--- config.mk ---
export PLATFORM = sky130hd
export DESIGN_NAME = fmul_pipe
export DESIGN_NICKNAME = d
export VERILOG_FILES = /design/src/rtl/fmul_pipe.sv
export SDC_FILE = /design/constraint.sdc
export NUM_CORES = 2
export LEC_CHECK = 0
export ABC_AREA = 1
export CAP_MARGIN = 25
export CORE_AREA = 2 2 198 278
export CTS_CLUSTER_SIZE = 25
export DETAILED_ROUTE_END_ITERATION = 12
export DIE_AREA = 0 0 200 280
export PLACE_DENSITY = 0.73
export REMOVE_ABC_BUFFERS = 1
export SLEW_MARGIN = 25
export SYNTH_ARGS = -nofsm -noshare
export SYNTH_HDL_FRONTEND = slang
export SYNTH_SLANG_ARGS = --single-unit
export TNS_END_PERCENT = 10
--- constraint.sdc ---
create_clock -name clk -period 12.4 [get_ports clk]
set_input_delay 1.24 -clock clk [delete_from_list [all_inputs] [get_ports clk]]
set_output_delay 1.24 -clock clk [all_outputs]
set_load 0.01 [all_outputs]
--- src/rtl/fmul_pipe.sv ---
// Three-stage pipelined floating-point multiplier: round-to-nearest-even, tag passthrough, exception flags.
// Define FMUL_SPECIAL_EN to honour IEEE NaN/infinity operands; otherwise all-ones exponents are ordinary values.
module fmul_pipe #(
   parameter int EW   = 8,
   parameter int MW   = 23,
   parameter int TAGW = 4
) (
   input  logic              clk,
   input  logic              rstn,
   input  logic              in_valid,
   output logic              in_ready,
   input  logic [EW+MW:0]    x1,
   input  logic [EW+MW:0]    x2,
   input  logic [TAGW-1:0]   in_tag,
   output logic              out_valid,
   input  logic              out_ready,
   output logic [EW+MW:0]    y,
   output logic [TAGW-1:0]   out_tag,
   output logic [2:0]        out_flags
);

   localparam int SW = MW + 1;
   localparam int HL = SW / 2;
   localparam int HH = SW - HL;
   localparam int PW = 2 * SW;
   localparam int XW = EW + 2;
   localparam logic [XW-1:0] BIAS = XW'(2**(EW-1) - 1);
   localparam logic [XW-1:0] EMAX = XW'(2**EW - 1);

   // Handshake: a stage-wide advance enable en = ~out_valid | out_ready. An operand pair is
   // taken when in_valid & in_ready, a result leaves when out_valid & out_ready; with en low
   // every stage, valid bit included, holds its contents.
   logic en;
   logic v1, v2, v3;

   assign en        = ~v3 | out_ready;
   assign in_ready  = en;
   assign out_valid = v3;

   // ---------------- operand classification ----------------
   logic [EW-1:0] e1, e2;
   logic [MW-1:0] m1, m2;
   logic          z1, z2;
   logic [SW-1:0] sig1, sig2;
   logic          spec_nan_d, spec_inf_d;

   assign e1   = x1[EW+MW-1:MW];
   assign e2   = x2[EW+MW-1:MW];
   assign m1   = x1[MW-1:0];
   assign m2   = x2[MW-1:0];
   assign z1   = ~|e1;
   assign z2   = ~|e2;
   assign sig1 = {1'b1, m1};
   assign sig2 = {1'b1, m2};

`ifdef FMUL_SPECIAL_EN
   logic nan1, nan2, inf1, inf2;
   assign nan1       = (&e1) & (|m1);
   assign nan2       = (&e2) & (|m2);
   assign inf1       = (&e1) & ~(|m1);
   assign inf2       = (&e2) & ~(|m2);
   assign spec_nan_d = nan1 | nan2 | (inf1 & z2) | (inf2 & z1);
   assign spec_inf_d = (inf1 | inf2) & ~spec_nan_d;
`else
   assign spec_nan_d = 1'b0;
   assign spec_inf_d = 1'b0;
`endif

   // ---------------- S1: partial products ----------------
   logic [2*HL-1:0]  pp_ll;
   logic [HL+HH-1:0] pp_lh, pp_hl;
   logic [2*HH-1:0]  pp_hh;
   logic             s1_sign, s1_zero, s1_nan, s1_inf;
   logic [XW-1:0]    s1_esum;
   logic [TAGW-1:0]  s1_tag;

   always_ff @(posedge clk) begin
      if (en && in_valid) begin
         pp_ll   <= (2*HL)'(sig1[HL-1:0]) * (2*HL)'(sig2[HL-1:0]);
         pp_lh   <= (HL+HH)'(sig1[HL-1:0]) * (HL+HH)'(sig2[SW-1:HL]);
         pp_hl   <= (HL+HH)'(sig1[SW-1:HL]) * (HL+HH)'(sig2[HL-1:0]);
         pp_hh   <= (2*HH)'(sig1[SW-1:HL]) * (2*HH)'(sig2[SW-1:HL]);
         s1_sign <= x1[EW+MW] ^ x2[EW+MW];
         s1_esum <= XW'(e1) + XW'(e2);
         s1_tag  <= in_tag;
         s1_zero <= z1 | z2;
         s1_nan  <= spec_nan_d;
         s1_inf  <= spec_inf_d;
      end
   end

   // ---------------- S2: sum, normalise, guard/sticky ----------------
   logic [PW-1:0] prod;
   logic          norm;
   logic [MW-1:0] frac_d;
   logic          guard_d, sticky_d;
   logic [XW-1:0] exp_d;

   assign prod     = (PW'(pp_hh) << (2*HL)) + (PW'(pp_lh) << HL) + (PW'(pp_hl) << HL) + PW'(pp_ll);
   assign norm     = prod[PW-1];
   assign frac_d   = norm ? prod[PW-2 -: MW] : prod[PW-3 -: MW];
   assign guard_d  = norm ? prod[SW-1] : prod[SW-2];
   assign sticky_d = norm ? |prod[SW-2:0] : |prod[SW-3:0];
   assign exp_d    = s1_esum - BIAS + XW'(norm);

   logic            s2_sign, s2_zero, s2_nan, s2_inf, s2_guard, s2_sticky;
   logic [XW-1:0]   s2_exp;
   logic [MW-1:0]   s2_frac;
   logic [TAGW-1:0] s2_tag;

   always_ff @(posedge clk) begin
      if (en && v1) begin
         s2_sign   <= s1_sign;
         s2_zero   <= s1_zero;
         s2_nan    <= s1_nan;
         s2_inf    <= s1_inf;
         s2_exp    <= exp_d;
         s2_frac   <= frac_d;
         s2_guard  <= guard_d;
         s2_sticky <= sticky_d;
         s2_tag    <= s1_tag;
      end
   end

   // ---------------- S3: round, range check, output register ----------------
   // The hidden bit is always 1 after S2, so only the stored fraction is rounded;
   // a carry out of it means the significand became 2.0.
   logic          inc, carry, inexact, uflow, oflow;
   logic [MW:0]   frac_sum;
   logic [XW-1:0] exp_r;
   logic [EW+MW:0] y_d;
   logic [2:0]    flags_d;

   assign inc      = s2_guard & (s2_sticky | s2_frac[0]);
   assign frac_sum = {1'b0, s2_frac} + (MW+1)'(inc);
   assign carry    = frac_sum[MW];
   assign exp_r    = s2_exp + XW'(carry);
   assign inexact  = s2_guard | s2_sticky;
   assign uflow    = exp_r[XW-1] | (exp_r == '0);
   assign oflow    = ~exp_r[XW-1] & (exp_r >= EMAX);

   always_comb begin
      y_d     = {s2_sign, exp_r[EW-1:0], frac_sum[MW-1:0]};
      flags_d = {2'b00, inexact};
      if (s2_nan) begin
         y_d     = {1'b0, {EW{1'b1}}, 1'b1, {(MW-1){1'b0}}};
         flags_d = 3'b000;
      end else if (s2_inf) begin
         y_d     = {s2_sign, {EW{1'b1}}, {MW{1'b0}}};
         flags_d = 3'b000;
      end else if (s2_zero) begin
         y_d     = {s2_sign, {(EW+MW){1'b0}}};
         flags_d = 3'b000;
      end else if (uflow) begin
         y_d     = {s2_sign, {(EW+MW){1'b0}}};
         flags_d = 3'b011;
      end else if (oflow) begin
         y_d     = {s2_sign, {EW{1'b1}}, {MW{1'b0}}};
         flags_d = 3'b101;
      end
   end

   always_ff @(posedge clk) begin
      if (!rstn) begin
         v1        <= 1'b0;
         v2        <= 1'b0;
         v3        <= 1'b0;
         y         <= '0;
         out_tag   <= '0;
         out_flags <= '0;
      end else if (en) begin
         v1 <= in_valid;
         v2 <= v1;
         v3 <= v2;
         if (v2) begin
            y         <= y_d;
            out_tag   <= s2_tag;
            out_flags <= flags_d;
         end
      end
   end

endmodule

==> results.txt <==
Total GRT Usage - 25.70%
CTS H-tree lvls - 4
Min-delay src - s1_tag[0]
Post-CTS Setup Bufs - 0
Crit. End Element - register
Period utilization - 49.33%
Slew margin rel. - 48.07%
Vias in the first global route - 23320
Hold Path Cell Cnt - 0
Synth Cell Area - 29260 µm²
CTS Hold Bufs - 0
Worst slack, placed - 5.453 ns
Clock transition at the registers of the reported paths - 0.08 ns
N_diodes - 0
R2R depth - 20
Layout area overhead - 8.566%
First-pass GRT wire length - 113.2 mm
Dpl hpwl - 53.73 mm
Clock Tree Buf Depth - 2
Synth Flop Type - edfxtp_1
# fillers - 4793
IO Pins - 113
Crit Path Max Fanout - 24
NumNets Final - 4462
RSZ-0062 raised after global routing - no
Flops & latches, synth - 194
Clk sink count - 194
Antenna violations before repair - 0
Core area - 53710 µm²
Cell Pwr Density - 260.8 nW/µm²
Final Setup Violations - 0
Critical Path RT - 12.63 ns
Initial DRC Count - 1350
Via/cell ratio - 5.156
Gate Count Post-Synth - 3610
Worst Setup SP - x2[15]
Status - completed
Setup TNS - 0 ns
Max Clock Skew - 0.01872 ns
Largest net degree at the start of global routing - 82
P_leak - 17.08 nW
Post-synth EDFFs - 152
Placed inst area - 31160 µm²
Die X - 200 µm
Reg2Reg Launch Point - pp_ll[13]
Highest Clock Rate - 163.5 MHz
Maxcap violations - 0
Unique masters post-synth - 45
Post-DRT Antenna Nets - 0
DR WL/cell - 15.45 µm
Sequential area share after synthesis - 18.48%
Post-route minimum period - 6.117 ns
Post-route setup slack - 6.283 ns
Clk root buf - clkbuf_16
Aggregate global routing overflow - 0
Die Footprint - 56000 µm²
Die Y - 280 µm
Critical path launch point type - primary input
Clock Latency Late Sink - 0.47 ns
Final WL - 68.17 mm
Worst EP arrival - 6.34 ns
Row count - 101
Fin. max-slew vios - 0
Resize count post-CTS - 0
Port bufs - 112
Syn. warnings - 0
Crit Path Class - primary input to register
Total power - 8.283 mW
Asr flop ratio synth - 0%
CTS buffer count - 17
Total number of vias - 22760
Initial Utilization - 54.47%
Fraction of layout cells with a size suffix above 1 - 3.494%
Final Cell Area - 31760 µm²
Actual slew at the worst max-slew pin - 0.7789 ns
# DRC - 0
Final hold violation count - 0
Hold Path Class - register to register
Drt pass-1 iters - 6
GP Congestion - 0.9227
TritonCTS clock tree - built
Avg Inst Size Synth - 8.104 µm²
Max VDD drop - 192.3 µV
## cells by family after synthesis
kind of cell,Yosys count,synth area share (%)
buffers and inverters,1000,13.04
xor gates and xnor gates,126,3.772
DFF,194,18.48
and+or+nand+nor,1302,18.07
adders and majority gates,711,41.34
AOI/OAI and AO/OA,277,5.308
## final cells by class
class,instances,area (µm²),share of cell area (%)
Clock inverter,15,196.4,0.6185
Multi-Input combinational cell,2416,20040,63.08
Clock buffer,17,425.4,1.339
Timing Repair Buffer,157,1443,4.542
Sequential cell,194,5405,17.02
Tap cell,721,902.1,2.840
Inverter,893,3354,10.56
## report_power, final
part	total [mW]	switching [mW]	internal [mW]	leakage, nW
Combinational	6.34	3.97	2.38	15.0
Sequential	1.37	0.157	1.21	1.81
Clock	0.573	0.295	0.279	0.302
Total	8.28	4.42	3.87	17.1
## layer usage
metal / global-route usage, % / vias to the layer above / wire length (µm) / part of all wire (%)
li1: - / 10980 / - / -
met1: 32.15 / 11010 / 27790 / 41
met2: 46.06 / 652 / 34800 / 51
met3: 2.536 / 115 / 3493 / 5.1
met4: 8.946 / 0 / 2086 / 3.1
met5: 0 / - / 0 / 0
## metrics by stage
step / cells / utilization [%] / hold slack, ns
after CTS: 4413 / 59.17 / 0.4291
after global routing: 4413 / 59.14 / 0.4414
after detailed placement: 4381 / 58.01 / 0.4084
after floorplan: 3503 / - / 0.4003
final: 4413 / 59.14 / 0.4259
after global placement: 4381 / 58.01 / 0.4012
## sequential cells by signal (all words and copies together), names as in the netlist, 9 cells and up
register and count:
y 32, pp_hh 24, pp_hl 24, pp_lh 24, pp_ll 24, s2_frac 23, s2_exp 10, s1_esum 9
## cell usage in the layout, fill, tap and decap left out, types with 74 or more instances in the layout
master	n
a21oi_1	142
clkdlybuf4s50_1	108
edfxtp_1	152
fa_1	426
ha_1	285
inv_1	887
nand2_1	975
nand3_1	74
nor2_1	138
xor2_1	86
## synth_stat cells (6+ instances only)
| cell | n | share of area, % |
|---|---|---|
| xor2_1 | 86 | 2.6 |
| o21a_1 | 6 | 0.15 |
| dfxtp_1 | 42 | 2.9 |
| nand2_2 | 14 | 0.30 |
| a21o_1 | 7 | 0.18 |
| nor4_1 | 18 | 0.38 |
| a21oi_2 | 8 | 0.24 |
| edfxtp_1 | 152 | 16 |
| o21ai_1 | 9 | 0.15 |
| nand2_1 | 975 | 13 |
| nand4_1 | 23 | 0.49 |
| xnor2_1 | 40 | 1.2 |
| nor2_1 | 138 | 1.8 |
| nor3_1 | 31 | 0.53 |
| clkbuf_1 | 98 | 1.3 |
| inv_1 | 888 | 11 |
| o21ai_0 | 63 | 1.1 |
| a21oi_1 | 142 | 2.4 |
| buf_6 | 8 | 0.31 |
| ha_1 | 285 | 12 |
| fa_1 | 426 | 29 |
| o21bai_1 | 15 | 0.38 |
| a31oi_1 | 6 | 0.13 |
| nand3_1 | 74 | 1.3 |
## path summary, 6_finish.rpt
path,endpoint,slack (ns)
setup / recovery,pp_hh[21],6.28
hold / removal,s2_tag[0],0.43
setup reg to reg,s2_exp[8],8.27
hold reg to reg,s2_tag[0],0.43
## critical path, cell delays in order
cell and delay [ns]:
clkdlybuf4s50_1 0.45, buf_4 0.32, nand2_1 0.14, fa_1 0.59
fa_1 0.46, fa_1 0.54, inv_1 0.05, fa_1 0.47
inv_1 0.05, fa_1 0.47, inv_1 0.04, ha_1 0.30
inv_1 0.10, o21bai_1 0.07, nor2_1 0.17, nand2_1 0.14
a21oi_1 0.31, o21bai_1 0.14, nand3_1 0.11, nand2_1 0.06
nand2_1 0.06, nand2_1 0.04
(Power assumes the default switching activity.)
